<file path="src/rtl/kamacore_pkg.sv">
// Shared kamacore types, widths and the load-extraction helper.
package kamacore_pkg;

  localparam int CPU_WIDTH      = 32;
  localparam int REG_COUNT      = 32;
  localparam int REG_ADDR_WIDTH = 5;
  localparam int INSTR_WIDTH    = 32;

  typedef enum logic [2:0] {
    LOAD_LB  = 3'b000,
    LOAD_LH  = 3'b001,
    LOAD_LW  = 3'b010,
    LOAD_LBU = 3'b100,
    LOAD_LHU = 3'b101
  } kamacore_load_e;

  typedef struct packed {
    logic rd_we;
    logic mem_read;
  } kamacore_ctrl_t;

  // Select the addressed byte/half of a memory word and extend it per funct3.
  // Unknown encodings return the full word so a malformed load still commits.
  function automatic logic [CPU_WIDTH-1:0] load_extract(
    input logic [2:0]           funct3,
    input logic [1:0]           off,
    input logic [CPU_WIDTH-1:0] word
  );
    logic [7:0]           byte_s;
    logic [15:0]          half_s;
    logic [CPU_WIDTH-1:0] res_s;
    byte_s = word[{off, 3'b000} +: 8];
    half_s = off[1] ? word[31:16] : word[15:0];
    case (kamacore_load_e'(funct3))
      LOAD_LB:  res_s = {{(CPU_WIDTH-8){byte_s[7]}}, byte_s};
      LOAD_LBU: res_s = {{(CPU_WIDTH-8){1'b0}}, byte_s};
      LOAD_LH:  res_s = {{(CPU_WIDTH-16){half_s[15]}}, half_s};
      LOAD_LHU: res_s = {{(CPU_WIDTH-16){1'b0}}, half_s};
      LOAD_LW:  res_s = word;
      default:  res_s = word;
    endcase
    return res_s;
  endfunction

endpackage

</file>
<file path="src/rtl/kamacore_forwarding_if.sv">
// Forwarding bus from a late stage back to the execute-stage operand muxes.
interface kamacore_forwarding_if;
  import kamacore_pkg::*;

  logic [CPU_WIDTH-1:0]      data_original;
  logic                      we;
  logic [REG_ADDR_WIDTH-1:0] a;

  modport driver   (output data_original, we, a);
  modport receiver (input  data_original, we, a);
endinterface

</file>
<file path="src/rtl/kamacore_pipeline_stage.sv">
// Stage buffer between two pipeline stages (used here as MEM/WB).
interface kamacore_pipeline_stage;
  import kamacore_pkg::*;

  logic [CPU_WIDTH-1:0]   end_result;
  logic [INSTR_WIDTH-1:0] instruction;
  logic [CPU_WIDTH-1:0]   data_memory_result;
  kamacore_ctrl_t         control_signals;

  modport producer (output end_result, instruction, data_memory_result, control_signals);
  modport consumer (input  end_result, instruction, data_memory_result, control_signals);
endinterface

</file>
<file path="src/rtl/kamacore_regfile.sv">
// Architectural register file: 2 read / 1 write, x0 reads zero,
// same-cycle write-through so readers never see a stale value.
module kamacore_regfile
  import kamacore_pkg::*;
(
  input  logic                      clk,
  input  logic                      rst,
  input  logic                      wr_en,
  input  logic [REG_ADDR_WIDTH-1:0] wr_addr,
  input  logic [CPU_WIDTH-1:0]      wr_data,
  input  logic [REG_ADDR_WIDTH-1:0] rs1_addr,
  input  logic [REG_ADDR_WIDTH-1:0] rs2_addr,
  output logic [CPU_WIDTH-1:0]      rs1_data,
  output logic [CPU_WIDTH-1:0]      rs2_data
);

  logic [CPU_WIDTH-1:0] regs_r [REG_COUNT];

  // Clear the whole array on reset (dropping any concurrent write), else commit.
  always_ff @(posedge clk) begin
    if (!rst) begin
      for (int i = 0; i < REG_COUNT; i++) begin
        regs_r[i] <= '0;
      end
    end else if (wr_en && (wr_addr != 5'd0)) begin
      regs_r[wr_addr] <= wr_data;
    end
  end

  // Read port 1: x0 is zero, a matching in-flight write bypasses the array.
  always_comb begin
    rs1_data = '0;
    if (rs1_addr == 5'd0) begin
      rs1_data = '0;
    end else if (wr_en && (rs1_addr == wr_addr)) begin
      rs1_data = wr_data;
    end else begin
      rs1_data = regs_r[rs1_addr];
    end
  end

  // Read port 2: same rules as port 1, fully independent of it.
  always_comb begin
    rs2_data = '0;
    if (rs2_addr == 5'd0) begin
      rs2_data = '0;
    end else if (wr_en && (rs2_addr == wr_addr)) begin
      rs2_data = wr_data;
    end else begin
      rs2_data = regs_r[rs2_addr];
    end
  end

endmodule

</file>
<file path="src/rtl/kamacore_stage_wb.sv">
// kamacore writeback stage: final result select, register commit,
// decode read ports with bypass, WB forwarding and retirement counter.
module kamacore_stage_wb
  import kamacore_pkg::*;
(
  input  logic                      clk,
  input  logic                      rst,
  kamacore_pipeline_stage.consumer  pipeline_mem_wb,
  kamacore_forwarding_if.driver     forwarding,
  input  logic [REG_ADDR_WIDTH-1:0] rs1_addr,
  input  logic [REG_ADDR_WIDTH-1:0] rs2_addr,
  output logic [CPU_WIDTH-1:0]      rs1_data,
  output logic [CPU_WIDTH-1:0]      rs2_data,
  output logic [63:0]               instret
);

  logic [REG_ADDR_WIDTH-1:0] rd_s;
  logic [2:0]                funct3_s;
  logic [1:0]                off_s;
  logic [CPU_WIDTH-1:0]      wb_data_s;
  logic                      wr_en_s;
  logic                      valid_s;
  logic [63:0]               instret_r;

  assign rd_s     = pipeline_mem_wb.instruction[11:7];
  assign funct3_s = pipeline_mem_wb.instruction[14:12];
  assign off_s    = pipeline_mem_wb.end_result[1:0];
  // An all-zero instruction is the buffer's reset/bubble value, not a real op.
  assign valid_s  = (pipeline_mem_wb.instruction != 32'd0);
  assign wr_en_s  = pipeline_mem_wb.control_signals.rd_we && (rd_s != 5'd0);

  // Final result: ALU value, or the extracted load for memory reads.
  always_comb begin
    wb_data_s = pipeline_mem_wb.end_result;
    if (pipeline_mem_wb.control_signals.mem_read) begin
      wb_data_s = load_extract(funct3_s, off_s, pipeline_mem_wb.data_memory_result);
    end else begin
      wb_data_s = pipeline_mem_wb.end_result;
    end
  end

  assign forwarding.data_original = wb_data_s;
  assign forwarding.we            = wr_en_s;
  assign forwarding.a             = rd_s;

  kamacore_regfile u_regfile (
    .clk      (clk),
    .rst      (rst),
    .wr_en    (wr_en_s),
    .wr_addr  (rd_s),
    .wr_data  (wb_data_s),
    .rs1_addr (rs1_addr),
    .rs2_addr (rs2_addr),
    .rs1_data (rs1_data),
    .rs2_data (rs2_data)
  );

  // Count every non-bubble slot; the 64-bit add wraps naturally at the top.
  always_ff @(posedge clk) begin
    if (!rst) begin
      instret_r <= 64'd0;
    end else if (valid_s) begin
      instret_r <= instret_r + 64'd1;
    end
  end

  assign instret = instret_r;

endmodule
</file>
<file path="src/flat_wrapper.sv">
// flat-port wrapper written by rule: the top's interface ports become plain ports
module kamacore_stage_wb_flat import kamacore_pkg::*;
  (clk, rst, rs1_addr, rs2_addr, rs1_data, rs2_data, instret, pipeline_mem_wb_end_result, pipeline_mem_wb_instruction, pipeline_mem_wb_data_memory_result, pipeline_mem_wb_control_signals, forwarding_data_original, forwarding_we, forwarding_a);
  kamacore_pipeline_stage pipeline_mem_wb_i ();
  kamacore_forwarding_if forwarding_i ();
  input  logic clk;
  input  logic rst;
  input  logic [REG_ADDR_WIDTH-1:0] rs1_addr;
  input  logic [REG_ADDR_WIDTH-1:0] rs2_addr;
  output logic [CPU_WIDTH-1:0] rs1_data;
  output logic [CPU_WIDTH-1:0] rs2_data;
  output logic [63:0] instret;
  input wire logic [$bits(pipeline_mem_wb_i.end_result)-1:0] pipeline_mem_wb_end_result;
  input wire logic [$bits(pipeline_mem_wb_i.instruction)-1:0] pipeline_mem_wb_instruction;
  input wire logic [$bits(pipeline_mem_wb_i.data_memory_result)-1:0] pipeline_mem_wb_data_memory_result;
  input wire logic [$bits(pipeline_mem_wb_i.control_signals)-1:0] pipeline_mem_wb_control_signals;
  output wire logic [$bits(forwarding_i.data_original)-1:0] forwarding_data_original;
  output wire logic [$bits(forwarding_i.we)-1:0] forwarding_we;
  output wire logic [$bits(forwarding_i.a)-1:0] forwarding_a;
  assign pipeline_mem_wb_i.end_result = pipeline_mem_wb_end_result;
  assign pipeline_mem_wb_i.instruction = pipeline_mem_wb_instruction;
  assign pipeline_mem_wb_i.data_memory_result = pipeline_mem_wb_data_memory_result;
  assign pipeline_mem_wb_i.control_signals = pipeline_mem_wb_control_signals;
  assign forwarding_data_original = forwarding_i.data_original;
  assign forwarding_we = forwarding_i.we;
  assign forwarding_a = forwarding_i.a;
  kamacore_stage_wb u_core (.clk(clk), .rst(rst), .pipeline_mem_wb(pipeline_mem_wb_i), .forwarding(forwarding_i), .rs1_addr(rs1_addr), .rs2_addr(rs2_addr), .rs1_data(rs1_data), .rs2_data(rs2_data), .instret(instret));
endmodule
</file>
<file path="config.mk">
export PLATFORM = sky130hd
export DESIGN_NAME = kamacore_stage_wb_flat
export DESIGN_NICKNAME = d
export VERILOG_FILES = /design/src/rtl/kamacore_pkg.sv /design/src/rtl/kamacore_forwarding_if.sv /design/src/rtl/kamacore_pipeline_stage.sv /design/src/rtl/kamacore_regfile.sv /design/src/rtl/kamacore_stage_wb.sv /design/src/flat_wrapper.sv
export SDC_FILE = /design/constraint.sdc
export NUM_CORES = 2
export LEC_CHECK = 0
export CORE_UTILIZATION = 45
export CTS_CLUSTER_SIZE = 16
export DETAILED_ROUTE_END_ITERATION = 16
export PLACE_DENSITY_LB_ADDON = 0.3
export SYNTH_ARGS = -nofsm -noshare
export SYNTH_HDL_FRONTEND = slang
export SYNTH_SLANG_ARGS = --single-unit
export TNS_END_PERCENT = 50
</file>
<file path="constraint.sdc">
create_clock -name clk -period 6.7 [get_ports clk]
set_input_delay 1.675 -clock clk [delete_from_list [all_inputs] [get_ports clk]]
set_output_delay 1.675 -clock clk [all_outputs]
set_load 0.02 [all_outputs]
</file>
Word-level counts from Yosys, hierarchy flattened
Memory sizes are Yosys's and may differ from the RTL's.
Index checks and enable logic that the tools add are counted.
W data, S select, Z words.
{ "word_totals": {"register_bits": 64, "latch_bits": 0, "ram_bits": 1024, "romBits": 0, "inputBits": 110, "out_inout_bits": 166, "mem_count": 1} }
{ "memory_table": {"columns": ["name", "words", "word_bits", "rd", "rd_clocked_by_memory_dff", "write_ports", "line_no", "rtl"], "rows": [
  ["u_core.u_regfile.regs_r", 32, 32, 2, 0, 32, "kamacore_regfile.sv:17", "logic [CPU_WIDTH-1:0] regs_r [REG_COUNT];"]
]} }
{ "op_classes": {"addsub": 1, "n_mul": 0, "div_mod_pow": 0, "magnitude_cmp": 0, "eq_ne": 5, "shifts": 1, "n_mux": 14, "bitwise": 0, "reduce_logical": 10} }
{ "ops": {"columns": ["op", "count"], "rows": [
  ["$mux W32", 6],
  ["$pmux W32 S4", 1],
  ["$add A64 B1 Y64 const B", 1],
  ["$reduce_bool A32 Y1", 1],
  ["$reduce_or A32 Y1", 1],
  ["$shiftx A32 B6 Y8", 1],
  ["$mux W16", 1],
  ["$eq A5 B5 Y1", 2],
  ["$logic_not A5 Y1", 2],
  ["$eq A3 B3 Y1 const B", 2],
  ["$mux W1", 5],
  ["$mux W5", 1],
  ["$reduce_bool A5 Y1", 1],
  ["$logic_and A1 B1 Y1", 4],
  ["$eq A3 B1 Y1 const B", 1],
  ["$logic_not A3 Y1", 1]
]} }

Logic depth before layout (Yosys ltp)
{ "depth": {"word_depth": 8, "ltp_mapped": 10} }

By module
A second synthesis with hierarchy kept.
{ "unflattened": {"hier_cells": 4322, "area_unflattened_um2": 59124.2} }
{ "by_module_without_submodules": {"columns": ["mod", "instances", "cells_each", "area_per_inst_um2", "seq_area_each_um2"], "rows": [
  ["kamacore_regfile", 1, 3744, 54700.0, 30749.5],
  ["kamacore_stage_wb", 1, 578, 4424.2, 1281.2]
]} }

Worst setup path after synthesis
OpenSTA, ideal clock, no wires.
{ "synth_timing": {"kind": "input-to-output", "start": "input rs1_addr[0]", "end": "output rs1_data[0]", "arrival_ns": 3.669, "required_ns": 5.025, "path_slack_ns": 1.356, "stages": 8, "n_path_buf": 3, "cell_sequence": "buf_2 -> buf_2 -> buf_2 -> mux4_2 -> a211oi_1 -> a21oi_1 -> a32oi_1 -> o21ai_0"} }
{ "synth_via": {"elab_chain_cells": 4} }
{ "synth_rtl": {"columns": ["element", "line_no", "rtl"], "rows": [
  ["from (decl)", "flat_wrapper.sv:8", "input logic [REG_ADDR_WIDTH-1:0] rs1_addr;"],
  ["branches (longest 3 deep; another with $mem_v2 Z32 W32)", null, null],
  ["$mux W32 *", "kamacore_regfile.sv:33", "if (rs1_addr == 5'd0) begin"],
  ["to (decl)", "flat_wrapper.sv:10", "output logic [CPU_WIDTH-1:0] rs1_data;"]
]} }
Mark *: on every way between the ends.

Worst setup path in the final report
{ "layout_timing": {"start": "input rs2_addr[4]", "end": "output rs2_data[17]"} }
{ "layout_via": {"elab_chain_cells": 4} }
{ "layout_rtl": {"columns": ["element", "line_no", "rtl"], "rows": [
  ["from (decl)", "flat_wrapper.sv:9", "input logic [REG_ADDR_WIDTH-1:0] rs2_addr;"],
  ["branches (longest 3 deep; another with $mem_v2 Z32 W32)", null, null],
  ["$mux W32 *", "kamacore_regfile.sv:45", "if (rs2_addr == 5'd0) begin"],
  ["to (decl)", "flat_wrapper.sv:11", "output logic [CPU_WIDTH-1:0] rs2_data;"]
]} }
Marked as above.

==> flow_summary.toml <==
[setup_path]
slowest_stage = "nor3b_2"
crit_path_max_incr_delay_ps = 910
crit_top_cell = "clkdlybuf4s50_1"
cp.buffers_inverters = 3
end_kind = "output port"
crit_family = "buffers and inverters"
criticalPathCategory = "in2out"
worst_ep_arrival_time_ps = 5040
crit_required_ps = 5030
cp-start-kind = "input pin"
crit_fanout = 9
crit_chain = "clkdlybuf4s50_1 > buf_4 > nor3b_2 > a22oi_1 > nand4_1 > nor2_1 > a21oi_1 > clkdlybuf4s50_1"

[cells_and_area]
final_layout_size_suffix_gt1_share_pct = 24.20
areaGrowthSynthToFinish_pct = 16.36
instances_no_fill = 6267
nets = 4636

[timing]
final-hold-violation-count = 0
slew_headroom_pct = 6.687
skew_ps = 12.59
min_period_ps = 6712
final_max_slew_viol_count = 0
tns_ps = -22.01
fin_crit_sh_pct = 100.2
setup_viol = 2
holdWs_ps = 497.9
fmax_mhz = 149.0
rsz0062_at_grt = "no"
tightest_slew_ps = 1387
setup_ws_ps = -11.94

[global_routing]
grt_pass1_wl_mm = 292.6
grt_use_total_pct = 32.08
first_global_vias = 41090
antenna_found_initial = 1
grt_start_max_net_pins = 66
grt.overflow.total = 0

[cts]
clkTransAtPathRegs_ps = 60
clockBufferDepth = 3
root_buffer = "clkbuf_16"
ctsHoldBuffers = 0
post_cts_resize_count = 0
clk-insertion-delay-late_ps = 730
clock_sinks = 1087
numCtsBuffers = 110
h-tree-depth = 3
cts_tree = "yes"
cts_setup_buffers = 0

[pwr]
leakage_nw = 22.67
p_total_mw = 16.76
power_density_mw_per_mm2 = 252.9
peakVddDrop_uv = 247.9

[route]
routed_wl_mm = 206.1
drt_iter0_drc = 6561
remaining_drc_errors = 0
vias_per_cell = 6.632
wl_per_cell_um = 32.89
ant_nets = 0
firstDrtPassIters = 9
num_vias = 41560

[synthesis]
synth_top_cell_by_area = "edfxtp_1"
synth_adder_area_share_pct = 0.02198
yosys.area_share.xor_xnor_pct = 0.9538
synthTopCellsByArea = "edfxtp_1 54%, mux4_2 18%, nor2_1 6.6%"
synth_top_area_share_pct = 53.96
yosysWarnings = 0
ys_async_sr_fraction_pct = 0
synth_commonest_cells = "1023 x edfxtp_1, 1004 x nor2_1, 461 x mux4_2"
seq_area_frac_synth_pct = 56.21
ys_ff_latch = 1087
synth_cells = 4286
synth_top_family_by_area = "multiplexers"
synth_most_common_cell = "edfxtp_1"
synth_compound_area_share_pct = 5.668
synthFlopType = "edfxtp_1"
synthSimpleGateAreaFrac_pct = 12.16
syn_area_per_cell_um2 = 13.28
synth-edff-count = 1023
synth.mux.area_fraction_pct = 21.03
yosysUniqueCellTypes = 63
syn-cell-area_mm2 = 0.05693

[floorplanning]
start_util_pct = 45.34
rows = 130
fp.dieW_um = 357.7
design.core.area_mm2 = 0.1256
die_h_um = 357.7
io_pins = 276
die_area_mm2 = 0.1279

[run_status]
status = "complete, but fails checks"
violations = "negative setup slack"

[flow_run]
drv_cap = 0

[place]
gp_congestion = 1.055
dp_slack_ps = 151.3
hpwl_mm = 130.9
io_buffers = 275
placed_cells = 6063

[worst_hold_path]
min_path_type = "reg2reg"
## worst register-to-register path, stage by stage, from the launching register on
cell and delay, ps:
dfxtp_1 430, and4_1 340, nand4_1 270, nor2_1 750
nand3_1 400, or3_1 440, a21oi_1 140
## path summary, 6_finish.rpt
kind	slack [ps]	to	startpoint	cells past startpoint
setup reg to reg	3850	u_core.instret[58]$_SDFFE_PN0P_	u_core.instret[4]$_SDFFE_PN0P_	6
hold / removal	500	u_core.instret[63]$_SDFFE_PN0P_	u_core.instret[63]$_SDFFE_PN0P_	2
hold reg to reg	500	u_core.instret[63]$_SDFFE_PN0P_	u_core.instret[63]$_SDFFE_PN0P_	2
setup / recovery	-10	rs2_data[17]	rs2_addr[4]	8
## layer usage
metal	vias to the layer above	wire length [um]	GRT usage, %
met5	-	13	0
met3	698	29080	10.22
met4	2	13670	18.20
met2	3334	92110	48.77
li1	16710	-	-
met1	20820	71240	40.65
## state kept, by name, summed over array words and instances, names as in the netlist
name	cells
u_core.u_regfile.regs_r	1023
u_core.instret	64
## metrics by stage
step	util, %	cell area (um2)
final	52.76	66250
after global routing	52.76	66250
after CTS	52.75	66230
after detailed placement	49.92	62680
after global placement	49.92	62680
after floorplan	-	57050
## power breakdown
part,switching [mW],internal [mW]
combinational,1.59,1.01
clock,2.68,3.51
sequential,0.174,7.78
total,4.45,12.3
## cells in the final DEF, fill, tap and decap left out, drive strengths merged, types with 26 or more instances in the layout
cell type,netlist,final
nor3,26,26
buf,173,276
dfxtp,64,64
mux2i,142,142
edfxtp,1023,1023
a22oi,84,84
nand2,217,217
xnor2,42,42
o21ai,79,79
clkdlybuf4s50,0,262
mux4,461,461
nand4,59,59
a211oi,29,29
a221oi,66,66
nand3,74,74
a21oi,68,68
nor2,1109,1109
inv,45,49
a32oi,40,40
clkinv,2,39
and2,27,27
clkbuf,268,148
conb,1,31
## final cells by class
cell class                 instances  area (um2)
clock inverter                    55       595.6
clock buffer                     148        2955
sequential                      1087       32000
timing repair buffer             538        5180
tap                             1650        2064
multi-input combinational       2741       23270
antenna                            1       2.502
fill                           10520       59320
inverter                          47       177.7
## kinds of logic after synthesis
kind of cell    after synthesis
compound gates              421
fa+ha+maj                     1
buf+inv                     488
other cells                   1
flops                      1087
xor+xnor                     62
mux                         618
simple gates               1608
(Power assumes the default switching activity.)
